**src/rtl/pov_column_reader.sv**
```systemverilog
// POV column reader: fetches one column word from a 2-cycle RAM and shifts it MSB-first to the LED chain.
// Optional blanking input is enabled by defining POV_READER_BLANK_EN.
module pov_column_reader #(
    parameter int DAT_WIDTH  = 36,
    parameter int ADDR_WIDTH = 7,
    parameter int NUM_COLS   = 128,
    parameter int CLK_DIV    = 4
) (
    input  logic                  clk,
    input  logic                  rst_n,
    input  logic                  col_tick,
    input  logic                  index_tick,
    output logic [ADDR_WIDTH-1:0] rdaddress,
    input  logic [DAT_WIDTH-1:0]  q,
`ifdef POV_READER_BLANK_EN
    input  logic                  blank,
`endif
    output logic                  led_sdata,
    output logic                  led_sclk,
    output logic                  led_latch,
    output logic                  busy,
    output logic                  overrun
);

    localparam int DIV_W = (CLK_DIV > 1) ? $clog2(CLK_DIV) : 1;
    localparam int BIT_W = (DAT_WIDTH > 1) ? $clog2(DAT_WIDTH) : 1;
    localparam logic [ADDR_WIDTH-1:0] LAST_COL = ADDR_WIDTH'(NUM_COLS - 1);

    typedef enum logic [2:0] {
        S_IDLE,
        S_F1,
        S_F2,
        S_LOAD,
        S_SHIFT,
        S_LATCH
    } state_t;

    state_t                r_state;
    state_t                w_next;
    logic [ADDR_WIDTH-1:0] r_col_ptr;
    logic [ADDR_WIDTH-1:0] r_rdaddress;
    logic [DAT_WIDTH-1:0]  r_shreg;
    logic [BIT_W-1:0]      r_bit_cnt;
    logic [DIV_W-1:0]      r_div_cnt;
    logic                  r_pending;
    logic                  r_sdata;
    logic                  r_sclk;
    logic                  r_latch;
    logic                  r_busy;
    logic                  r_overrun;

    logic                  w_phase_end;
    logic                  w_shift_done;
    logic [DAT_WIDTH-1:0]  w_load_word;

    assign w_phase_end  = (r_div_cnt == DIV_W'(CLK_DIV - 1));
    assign w_shift_done = w_phase_end && r_sclk && (r_bit_cnt == BIT_W'(DAT_WIDTH - 1));

`ifdef POV_READER_BLANK_EN
    assign w_load_word = blank ? '0 : q;
`else
    assign w_load_word = q;
`endif

    always_ff @(posedge clk) begin
        if (!rst_n) r_state <= S_IDLE;
        else        r_state <= w_next;
    end

    // NOTE: next state defaults to the current state so no path leaves w_next unassigned (no latch).
    always_comb begin
        w_next = r_state;
        case (r_state)
            S_IDLE:  if (col_tick) w_next = S_F1;
            S_F1:    w_next = S_F2;
            S_F2:    w_next = S_LOAD;
            S_LOAD:  w_next = S_SHIFT;
            S_SHIFT: if (w_shift_done) w_next = S_LATCH;
            S_LATCH: w_next = S_IDLE;
            default: w_next = S_IDLE;
        endcase
    end

    always_ff @(posedge clk) begin
        if (!rst_n) begin
            r_col_ptr   <= '0;
            r_rdaddress <= '0;
            r_shreg     <= '0;
            r_bit_cnt   <= '0;
            r_div_cnt   <= '0;
            r_pending   <= 1'b0;
            r_sdata     <= 1'b0;
            r_sclk      <= 1'b0;
            r_latch     <= 1'b0;
            r_busy      <= 1'b0;
            r_overrun   <= 1'b0;
        end else begin
            r_overrun <= col_tick && (r_state != S_IDLE);
            r_latch   <= (r_state == S_SHIFT) && w_shift_done;
            // An index seen mid-column is deferred so the column in flight is not disturbed.
            if (index_tick && (r_state != S_IDLE) && (r_state != S_LATCH))
                r_pending <= 1'b1;

            case (r_state)
                S_IDLE: begin
                    if (index_tick) r_col_ptr <= '0;
                    if (col_tick) begin
                        r_rdaddress <= index_tick ? '0 : r_col_ptr;
                        r_busy      <= 1'b1;
                    end
                end
                S_LOAD: begin
                    r_shreg   <= w_load_word;
                    r_sdata   <= w_load_word[DAT_WIDTH-1];
                    r_sclk    <= 1'b0;
                    r_bit_cnt <= '0;
                    r_div_cnt <= '0;
                end
                S_SHIFT: begin
                    if (!w_phase_end) begin
                        r_div_cnt <= r_div_cnt + DIV_W'(1);
                    end else begin
                        r_div_cnt <= '0;
                        if (!r_sclk) begin
                            r_sclk <= 1'b1;
                        end else if (w_shift_done) begin
                            r_sclk  <= 1'b0;
                            r_sdata <= 1'b0;
                        end else begin
                            r_sclk    <= 1'b0;
                            r_shreg   <= r_shreg << 1;
                            r_sdata   <= r_shreg[DAT_WIDTH-2];
                            r_bit_cnt <= r_bit_cnt + BIT_W'(1);
                        end
                    end
                end
                S_LATCH: begin
                    r_busy    <= 1'b0;
                    r_pending <= 1'b0;
                    if (r_pending || index_tick) r_col_ptr <= '0;
                    else if (r_col_ptr == LAST_COL) r_col_ptr <= '0;
                    else r_col_ptr <= r_col_ptr + ADDR_WIDTH'(1);
                end
                default: ;
            endcase
        end
    end

    assign rdaddress = r_rdaddress;
    assign led_sdata = r_sdata;
    assign led_sclk  = r_sclk;
    assign led_latch = r_latch;
    assign busy      = r_busy;
    assign overrun   = r_overrun;

endmodule

```
**config.mk**
```make
export PLATFORM = sky130hd
export DESIGN_NAME = pov_column_reader
export DESIGN_NICKNAME = d
export VERILOG_FILES = /design/src/rtl/pov_column_reader.sv
export SDC_FILE = /design/constraint.sdc
export NUM_CORES = 1
export LEC_CHECK = 0
export CAP_MARGIN = 30
export CORE_UTILIZATION = 48
export CTS_CLUSTER_DIAMETER = 40
export CTS_CLUSTER_SIZE = 28
export DETAILED_ROUTE_END_ITERATION = 10
export GPL_ROUTABILITY_DRIVEN = 1
export PLACE_DENSITY_LB_ADDON = 0.05
export SETUP_SLACK_MARGIN = 0.3
export SLEW_MARGIN = 30
export SYNTH_ARGS = -nofsm -noshare
export SYNTH_HDL_FRONTEND = slang
export SYNTH_SLANG_ARGS = --single-unit
```
**constraint.sdc**
```tcl
create_clock -name clk -period 4.81 [get_ports clk]
set_clock_uncertainty 0.05 [all_clocks]
set_input_delay 0.481 -clock clk [delete_from_list [all_inputs] [get_ports clk]]
set_output_delay 0.481 -clock clk [all_outputs]
set_load 0.005 [all_outputs]
```
==> results of run 1 <==
sequential cells by signal, indices dropped and copies added, names as in the netlist, 2 cells and up:
| signal | flops |
|---|---|
| r_div_cnt | 2 |
| r_col_ptr | 7 |
| r_state | 3 |
| r_bit_cnt | 6 |
| r_shreg | 35 |
| rdaddress | 7 |
cells in the mapped netlist (4+ instances only):
cell type  instances  area share [%]
inv_1              4            0.49
or3_1              5             1.0
dfxtp_1           66              44
a21oi_1           50             8.2
nand3_1            5            0.82
clkbuf_1          17             2.1
nor2_1            14             1.7
mux2i_1           38              13
o21ai_0            9             1.5
nand2_1           15             1.9
a31oi_1            6             1.2
nor3_1             6            0.99
a211oi_1          37             9.1
buf_2              9             1.5
nand3b_1          11             2.7
critical path: cells and delay by family, from the launching register on:
| family | cells | cell delay [ns] |
|---|---|---|
| compound gates | 1 | 0.12 |
| flops | 1 | 0.53 |
| buf+inv | 1 | 0.36 |
| simple gates | 2 | 1.01 |
| mux | 1 | 0.44 |
how the worst min path moves through the flow:
stage	to	slack (ns)	depth (start not counted)
6_report	rdaddress[2]	0.40	2
5_1_grt	rdaddress[2]	0.43	2
4_1_cts	rdaddress[2]	0.41	2
3_5_place_dp	rdaddress[2]	0.39	2
3_3_place_gp	rdaddress[3]	0.39	2
2_1_floorplan	led_sdata	0.39	2
power groups by stage:
stage	Sequential, uW	Combinational, uW	Clock [uW]
6_report	586	137	415
5_1_grt	588	151	449
4_1_cts	585	138	426
3_5_place_dp	597	137	0
3_3_place_gp	596	135	0
2_1_floorplan	589	87.8	0
metrics by stage:
stage / power [uW] / hold slack (ns) / cell area [um2] / util [%]
finish: 1140 / 0.400 / 3760 / 62.4
global route: 1190 / 0.431 / 3760 / 62.4
CTS: 1150 / 0.405 / 3760 / 62.4
detailed placement: 734 / 0.395 / 3590 / 59.5
global placement: 731 / 0.389 / 3570 / 59.3
floorplan: 677 / 0.394 / 3040 / -
cell families after synthesis:
| group | count (synthesis) | synth area share (%) |
|---|---|---|
| DFF | 66 | 43.5 |
| xor gates and xnor gates | 1 | 0.288 |
| AOI/OAI and AO/OA | 112 | 23.4 |
| muxes | 39 | 12.9 |
| adders and majority gates | 3 | 1.24 |
| buffers and inverters | 31 | 4.33 |
| and+or+nand+nor | 77 | 14.3 |
layer usage:
metal / vias to the layer above / GRT usage, % / part of all wire, %
li1: 1319 / - / -
met1: 1218 / 29.5 / 50
met2: 62 / 31.3 / 43
met3: 9 / 7.33 / 4.9
met4: 0 / 8.21 / 1.5
met5: - / 0 / 0
cell type report:
type | count | share of cell area (%)
clock buffer | 12 | 4.13
clock inverter | 3 | 0.400
tap | 75 | 2.50
inverter | 4 | 0.400
timing repair buffer | 56 | 14.8
multi-input combinational | 232 | 42.6
sequential | 66 | 35.2
==> impl_metrics.ini, run 1 <==
[status]
status = complete, no violations

[finish]
stdcell_count = 448
n_fill_cell = 535
ff_latch_area_um2 = 1320
finalNetCount = 412
syn2layout_area_growth_pct = 23.7
multi_input_area_um2 = 1600
final_common_cell = dfxtp_1
drive_gt1_share_pct = 7.24
final_cell_mix = dfxtp_1, clkdlybuf4s50_1, a21oi_1
n_antenna_cell = 0

[drt]
drc = 0
routed_wl_um = 6680
wire_per_inst_um = 14.9
ant_nets = 0
dr.pass1.iters = 4
num_vias = 2608
vias_per_cell = 5.82
drt_iter0_markers = 141

[global_route]
grt_usage_pct = 21.6
grt_pass1_wl_um = 10900
grt_max_degree = 41
antenna_found_initial = 0
first_global_vias = 2318
grt_remaining_overflow = 0

[clocking]
clkTransAtPathRegs_ns = 0.07
cts_tree = done
cts.repair.resized = 0
cts_made_buffers = 9
post_cts_buffers = 0
cts_num_sinks = 66
cts_root_buffer = clkbuf_8
cts_buffer_depth = 2
cts_hold_buf = 0
insertion_delay_ns = 0.35
cts_max_level = 3

[worst_setup_path]
crit_chain = nor3b_2 -> mux2_2 -> nor2_2 -> buf_4 -> a211oi_1
cp_max_fo = 18
critPathSlowestCell = nor2_2
r2r_slack_ns = 2.17
r2r_end = r_shreg[11]
worst_r2r_path_depth = 5
path_class = reg -> reg
setup.worst_path.start_class = flip-flop
cp-startpoint = r_state[2]
cp-end-kind = flip-flop
critPathMaxStageDelay_ns = 0.60
crit_end = r_shreg[11]
required_ns = 4.97
r2r_start = r_state[2]
worst_ep_arrival_time_ns = 2.79

[pwr]
p_int_uw = 849
pwr-share-clk_pct = 36.5
power_frac_seq_pct = 51.5
power.density_nw_per_um2 = 303
switching_share_pct = 25.4
netSwitchingPower_uw = 289
vdd_drop_max_mv = 0.183
power_leakage_uw = 0.00122
p_comb_share_pct = 12.0

[sta]
worstMarginPinSlew_ns = 0.813
maxSlewHeadroom_pct = 45.4
fin_ws_ns = 2.17
final_hold_viol_count = 0
finalCriticalPeriod_ns = 2.64
final.setup.tns_ns = 0
timing.final.crit_share_pct = 54.8
slew_violations = 0
setup_viol = 0
max_freq_ghz = 0.379
rsz0062_at_grt = no

[placed_design]
place.gp.congestion = 0.746
port_buffers = 51
dp_slack_ns = 2.21
dpl.hpwl_um = 4310
dp_cells = 433

[run]
maxCapViolCount = 0

[yosys]
synth_area_per_cell_um2 = 9.23
ys_seq_area_share_pct = 43.5
yosys_warnings = 0
synth_cell_types = 41
synth_top_flop_cell = dfxtp_1
synth_edf_count = 0
synthesis.nets = 372
async_reset_ff_share_pct = 0
ys_seq_elements = 66
syn_area_um2 = 3040
syn_inst = 329

[worst_hold_path]
hold_path.class = reg -> reg
hp-start = rdaddress[2]

[die]
die_y_um = 81.5
coreArea_um2 = 6030
die_w_um = 81.5
ios = 52
dieArea_um2 = 6650
initial_core_util_pct = 50.4
num_rows = 28
Note: power is estimated with default switching activity, not from simulation.
==> inputs of run 2 (changes only) <==
--- a/config.mk
+++ b/config.mk
@@ -6,7 +6,7 @@
 export NUM_CORES = 1
 export LEC_CHECK = 0
 export CAP_MARGIN = 30
-export CORE_UTILIZATION = 48
+export CORE_UTILIZATION = 47
 export CTS_CLUSTER_DIAMETER = 40
 export CTS_CLUSTER_SIZE = 28
 export DETAILED_ROUTE_END_ITERATION = 10
==> constraint.sdc (replaced) <==
create_clock -name clk -period 2.29 [get_ports clk]
set_clock_uncertainty 0.05 [all_clocks]
set_input_delay 0.229 -clock clk [delete_from_list [all_inputs] [get_ports clk]]
set_output_delay 0.229 -clock clk [all_outputs]
set_load 0.005 [all_outputs]
==> impl_metrics.ini, run 2 (synthesis results as in run 1) <==
[sta]
setup_viol = 0
max_freq_ghz = 0.533
timing.final.crit_share_pct = 82.0
maxSlewHeadroom_pct = 72.1
worstMarginPinSlew_ns = 0.419
finalCriticalPeriod_ns = 1.88
final_hold_viol_count = 0
rsz0062_at_grt = no
slew_violations = 0
final.setup.tns_ns = 0

[drt]
ant_nets = 0
drt_iter0_markers = 139
num_vias = 2647
drc = 0
vias_per_cell = 5.79
wire_per_inst_um = 15.2
dr.pass1.iters = 4
routed_wl_um = 6950

[finish]
finalNetCount = 420
n_fill_cell = 539
largest_reg_flops = 35
final_cell_mix = dfxtp_1, clkdlybuf4s50_1, a21oi_1
multi_input_area_um2 = 1610
syn2layout_area_growth_pct = 29.2
n_antenna_cell = 0
stdcell_count = 457
ff_latch_area_um2 = 1320
final_util_pct = 64.7
drive_gt1_share_pct = 9.69
final_common_cell = dfxtp_1
largest_register = r_shreg

[clocking]
cts_root_buffer = clkbuf_8
cts_tree = done
cts_buffer_depth = 2
insertion_delay_ns = 0.33
post_cts_buffers = 0
cts_num_sinks = 66
clkTransAtPathRegs_ns = 0.07
cts_hold_buf = 0
cts_made_buffers = 9
cts_max_level = 3

[worst_setup_path]
cp_max_fo = 9
path_class = reg -> reg
setup.worst_path.start_class = flip-flop
worst_ep_arrival_time_ns = 2.10
required_ns = 2.51
cp-end-kind = flip-flop

[placed_design]
place.gp.congestion = 0.749
dpl.hpwl_um = 4220
dp_cells = 440
port_buffers = 51

[die]
ios = 52
die_w_um = 82.4
coreArea_um2 = 6060
num_rows = 28
initial_core_util_pct = 50.1
dieArea_um2 = 6790
die_y_um = 82.4

[pwr]
switching_share_pct = 23.8
pwr-share-clk_pct = 41.4
power.density_nw_per_um2 = 668
power_frac_seq_pct = 46.7
netSwitchingPower_uw = 624
power_leakage_uw = 0.00129
p_int_uw = 2000
p_comb_share_pct = 11.9
vdd_drop_max_mv = 0.472

[status]
status = complete, no violations

[run]
maxCapViolCount = 0

[worst_hold_path]
hold_path.class = reg -> reg

[global_route]
first_global_vias = 2380
antenna_found_initial = 0
grt_usage_pct = 21.3
grt_max_degree = 39
grt_remaining_overflow = 0
grt_pass1_wl_um = 11000
run 2: final timing paths:
path	startpoint	end	slack (ns)	depth (start not counted)
setup / recovery	r_state[0]	r_bit_cnt[2]	0.41	5
hold / removal	rdaddress[3]	rdaddress[3]	0.40	2
setup reg to reg	r_state[0]	r_bit_cnt[2]	0.41	5
hold reg to reg	rdaddress[3]	rdaddress[3]	0.40	2
run 2: per-layer routing:
metal  vias up  part of all wire (%)  track usage [%]
met2        53                    45             32.8
met3        12                   3.4             5.05
met4         0                   1.8             9.30
li1       1337                     -                -
met5         -                     0                0
met1      1245                    50             28.3
run 2: area by class of cell:
class / count / share of cell area [%]
inverters: 4 / 0.383
flip-flops and latches: 66 / 33.7
repair buffers: 64 / 17.0
clock inverters: 5 / 1.98
well taps: 75 / 2.39
clock buffers: 11 / 3.60
multi-input cells: 232 / 40.9
run 2: worst max-delay path, stage by stage, from the launching register on:
cell     delay [ns]
dfxtp_1        0.39
nor3b_2        0.20
buf_4          0.19
mux2_2         0.43
or4_1          0.41
a21oi_1        0.14
run 2: power groups by stage:
| stage | clock network [uW] | logic, uW | registers (uW) |
|---|---|---|---|
| final | 1080 | 312 | 1230 |
| after global placement | 0 | 302 | 1250 |
| after detailed placement | 0 | 305 | 1250 |
| after floorplan | 0 | 184 | 1240 |
| after global routing | 1160 | 342 | 1230 |
| after CTS | 1110 | 308 | 1230 |
run 2: timing repair:
| item | in CTS | in global routing |
|---|---|---|
| endpoints found under the setup margin | 12 | 9 |
| gates cloned | 0 | 1 |
| gates resized for setup | 1 | 2 |
run 2: per-stage QoR:
| step | setup slack (ns) | hold slack, ns | total power (uW) | instance area, um2 |
|---|---|---|---|---|
| global placement | 0.199 | 0.388 | 1550 | 3670 |
| CTS | 0.394 | 0.411 | 2640 | 3890 |
| finish | 0.412 | 0.404 | 2620 | 3920 |
| floorplan | 0.594 | 0.315 | 1420 | 3040 |
| detailed placement | 0.162 | 0.401 | 1560 | 3670 |
| global route | 0.317 | 0.425 | 2730 | 3920 |
==> variant 1 (settings of run 2) <==
Change the parameter `CLK_DIV` from 4 to 8.
--- a/src/rtl/pov_column_reader.sv
+++ b/src/rtl/pov_column_reader.sv
@@ -4,7 +4,7 @@
     parameter int DAT_WIDTH  = 36,
     parameter int ADDR_WIDTH = 7,
     parameter int NUM_COLS   = 128,
-    parameter int CLK_DIV    = 4
+    parameter int CLK_DIV    = 8
 ) (
     input  logic                  clk,
     input  logic                  rst_n,
Check against the original RTL: not equivalent (Yosys sat finds a counterexample within 10 cycles, from zero or initial values and one cycle with rst_n low).
==> variant 1 against run 2 <==
- synthesized area increased by 2.2%
- design area about the same
- sequential cell count increased by 1
- setup slack improved by 0.046 ns
- global-route usage increased by 0.93 points
- power increased by 0.72%
- wire length increased by 5.2%
- die area increased by 2.1%
- sequential power about the same
- critical path type unchanged
- largest power group unchanged
==> variant 1: results (changes against run 2) <==
| Metric | Value |
|---|---|
| Synth Area in XOR/XNOR | `0.0226 (+0.0197)` |
| Largest family of logic cells by synthesized area | `simple AND/OR/NAND/NOR gates` |
| Pleak | `0.00139 uW (+7.9%)` |
| Multiplexer area fraction after synthesis | `0.00685 (-0.122)` |
| Synth top area cells | `dfxtp_1 (43%), nand2_1 (10%), a311oi_1 (8.5%)` |
| Final clock-cell share | `0.0577 (+0.00189)` |
| DP HPWL | `4750 um (+13%)` |
| RePlAce Congestion | `0.808 (+7.9%)` |
| Initial antenna violation count | `0 (unchanged)` |
| Relative max-transition margin | `0.728 (+0.00765)` |
| Sequential area share after synthesis | `0.432 (-0.00285)` |
| Final #Nets | `458 (+9.0%)` |
| Top reg by flops | `r_shreg` |
| Post-Place Setup Slack | `0.303 ns (+0.141 ns)` |
| Non-clock buffers | `66 (+3.1%)` |
| Peak VDD IR | `0.463 mV (-1.9%)` |
| Synth Area in Compound Gates | `0.187 (-0.0473)` |
| Syn_area_per_cell | `8.43 um^2 (-8.6%)` |
| Initial drt markers | `177 (+27%)` |
| Largest net degree at the start of global routing | `40 (+2.6%)` |
| Fill cell count | `588 (+9.1%)` |
| Seq Cell Count | `67 (+1.5%)` |
| Share of cells above drive strength 1 | `0.105 (+0.00815)` |
| Post-Layout Cell Count | `496 (+8.5%)` |
| Multi-input gate count | `267 (+15%)` |
| Clock transition at the registers of the reported paths | `0.07 ns (about the same)` |
| Total number of vias | `2839 (+7.3%)` |
| Flop pwr share | `0.465 (-0.002)` |
| Routed WL | `7310 um (+5.2%)` |
| DP Cell Count | `480 (+9.1%)` |
| Synth top cells by count | `nand2_1 (83), dfxtp_1 (67), nor3_1 (43), a311oi_1 (30), nor2_1 (19)` |
| Gr ovfl total | `0 (unchanged)` |
| Post-synthesis adder-cell area fraction | `0.0161 (+0.00377)` |
| Status | `finished clean` |
| Core area | `6350 um^2 (+4.8%)` |
| Placement Cell Area | `3670 um^2 (about the same)` |
| Worst Hold Class | `reg -> reg` |
| Non-Clock Inverter Count | `3 (-1)` |
| Clkbuf count | `10 (-1)` |
| Tot GR Track Use | `0.222 (+0.00930)` |
| First-pass GRT wire length | `12500 um (+14%)` |
| Multi-input logic area | `1590 um^2 (-1.1%)` |
| Mapped Nets | `412 (+11%)` |
| Net Sw Frac | `0.239 (+0.00172)` |
| Unique masters post-synth | `49 (+20%)` |
| Fraction of area in registers | `0.342 (+0.00467)` |
| Setup TNS Final | `0 ns (unchanged)` |
| R2R cell count | `6 (+1)` |
| Multi-input combinational area share | `0.405 (-0.00459)` |
| Data buffer area share | `0.168 (-0.00165)` |
| CP Max Fanout | `26 (+17)` |
| CTS root buffer | `clkbuf_8` |
| Worst Path Arrival | `2.00 ns (-0.10 ns)` |
==> variant 1: what timing repair did <==
item / CTS / global route
setup endpoints to repair: 0 / 37
gates resized for setup: 0 / 7
setup buffers: 0 / 0
==> variant 1: final timing paths <==
path / from / endpoint / slack (ns)
min reg2reg: r_shreg[0] / r_shreg[0] / 0.41
min: r_shreg[0] / r_shreg[0] / 0.41
max reg2reg: r_state[0] / r_bit_cnt[3] / 0.46
max: r_state[0] / r_bit_cnt[3] / 0.46
==> variant 1: critical path, cell delays in order (launching register included) <==
cell and delay, ns:
dfxtp_1 0.31, or3b_1 0.43, buf_4 0.22, buf_4 0.23
nor3_1 0.26, xnor2_1 0.15, nor2_1 0.06
==> variant 1: metal layers <==
metal	share of wire	GRT usage	up-vias
li1	-	-	1426
met1	0.47	0.282	1335
met2	0.46	0.368	67
met3	0.042	0.0417	11
met4	0.021	0.0972	0
met5	0	0	-
==> variant 2 (config.mk and constraints of run 2) <==
Without the edit above. Encoding of `state_t`: now Gray code (3 bits for 6 states).
--- a/src/rtl/pov_column_reader.sv
+++ b/src/rtl/pov_column_reader.sv
@@ -27,12 +27,12 @@
     localparam logic [ADDR_WIDTH-1:0] LAST_COL = ADDR_WIDTH'(NUM_COLS - 1);
 
     typedef enum logic [2:0] {
-        S_IDLE,
-        S_F1,
-        S_F2,
-        S_LOAD,
-        S_SHIFT,
-        S_LATCH
+        S_IDLE  = 3'b000,
+        S_F1    = 3'b001,
+        S_F2    = 3'b011,
+        S_LOAD  = 3'b010,
+        S_SHIFT = 3'b110,
+        S_LATCH = 3'b111
     } state_t;
 
     state_t                r_state;
Formal check against the unedited RTL: same outputs for any inputs over 10 cycles, from zero or initial values and one cycle with rst_n low; not proved beyond that.
==> variant 2 against run 2 <==
- setup slack gained 0.089 ns
- sequential cell count is the same
- design area shrank 3.0%
- synthesized area up 1.5%
- sequential share of layout area rose by 1.0 points
- wire length down 6.1%
- power fell by 4.8%
- non-clock buffer count decreased by 6
- worst hold slack lost 0.0027 ns
- highest routed layer unchanged
==> variant 2: results (changes against run 2) <==
| Metric | Value |
|---|---|
| Share of cells above drive strength 1 | `0.109 (+0.0126)` |
| M3 GR Usage | `0.0388 (-0.0118)` |
| Post-synthesis adder-cell area fraction | `0.0122 (-0.000181)` |
| Net Sw Frac | `0.271 (+0.0332)` |
| Met2 Use GR | `0.316 (-0.0122)` |
| Met1 WL | `3230 um (-6.6%)` |
| Critical path's largest stage delay | `0.35 ns (-0.08 ns)` |
| Hold_sp | `rdaddress[4]` |
| Worst-Margin Slew | `0.636 ns (+0.217 ns)` |
| RePlAce Congestion | `0.848 (+13%)` |
| Clock network power | `847 uW (-22%)` |
| Non-clock buffers | `58 (-9.4%)` |
| Vias in the first global route | `2571 (+8.0%)` |
| Total number of vias | `2748 (+3.8%)` |
| Synth top cells by count | `dfxtp_1 (66), nand2_1 (56), nor2_1 (51), nand3_1 (47)` |
| Worst Path Arrival | `2.00 ns (-0.10 ns)` |
| Met2 WL | `2920 um (-6.7%)` |
| Multi-input gate count | `270 (+16%)` |
| Via density | `5.63 (-2.8%)` |
| Seq Cell Count | `66 (unchanged)` |
| Synth Area in Compound Gates | `0.225 (-0.00911)` |
| Final clock-cell share | `0.0431 (-0.0127)` |
| Non-Clock Inverter Count | `1 (-3)` |
| CP Max Fanout | `57 (+48)` |
| Status | `finished clean` |
| Multiplexer area fraction after synthesis | `0.00325 (-0.126)` |
| Combinational share of power | `0.155 (+0.036)` |
| CP max-delay cell | `dfxtp_1` |
| Unique masters post-synth | `40 (-2.4%)` |
| Reg2reg start | `r_div_cnt[0]` |
| Post_cts resized | `0 (-1)` |
| Pleak | `0.00133 uW (+2.6%)` |
| Fill cell count | `575 (+6.7%)` |
| Synth top area cells | `dfxtp_1 (43%), a311oi_2 (9.7%), nand3_1 (7.6%)` |
| Sequential area share after synthesis | `0.429 (-0.00636)` |
| Final #Nets | `449 (+6.9%)` |
| Syn_area_per_cell | `8.44 um^2 (-8.5%)` |
| CP top delay family | `compound AO/OA/AOI/OAI gates` |
-- variant 2: cell types whose count changed in the layout (fill, tap and decap cells not counted), moves of 3 or more --
cell             run 2  this run
nand3_1              5        47
nand2_1             15        56
nor2_1              14        51
mux2i_1             37         1
a211oi_1            37         4
a21oi_1             50        20
a311oi_2             0        20
a311oi_1             0        14
a31oi_1              6         0
buf_4                8         4
inv_1                3         0
-- variant 2: final timing paths --
| kind | endpoint | slack [ns] | cells past startpoint |
|---|---|---|---|
| setup / recovery | r_shreg[13] | 0.50 | 6 |
| hold / removal | rdaddress[4] | 0.40 | 2 |
| setup reg to reg | r_shreg[13] | 0.50 | 6 |
| hold reg to reg | rdaddress[4] | 0.40 | 2 |
-- variant 2: through the flow --
stage / worst slack, ns / hold WS (ns)
3_3_place_gp: 0.448 / 0.389
3_5_place_dp: 0.414 / 0.394
2_1_floorplan: 0.712 / 0.325
4_1_cts: 0.496 / 0.404
6_report: 0.501 / 0.401
5_1_grt: 0.343 / 0.422
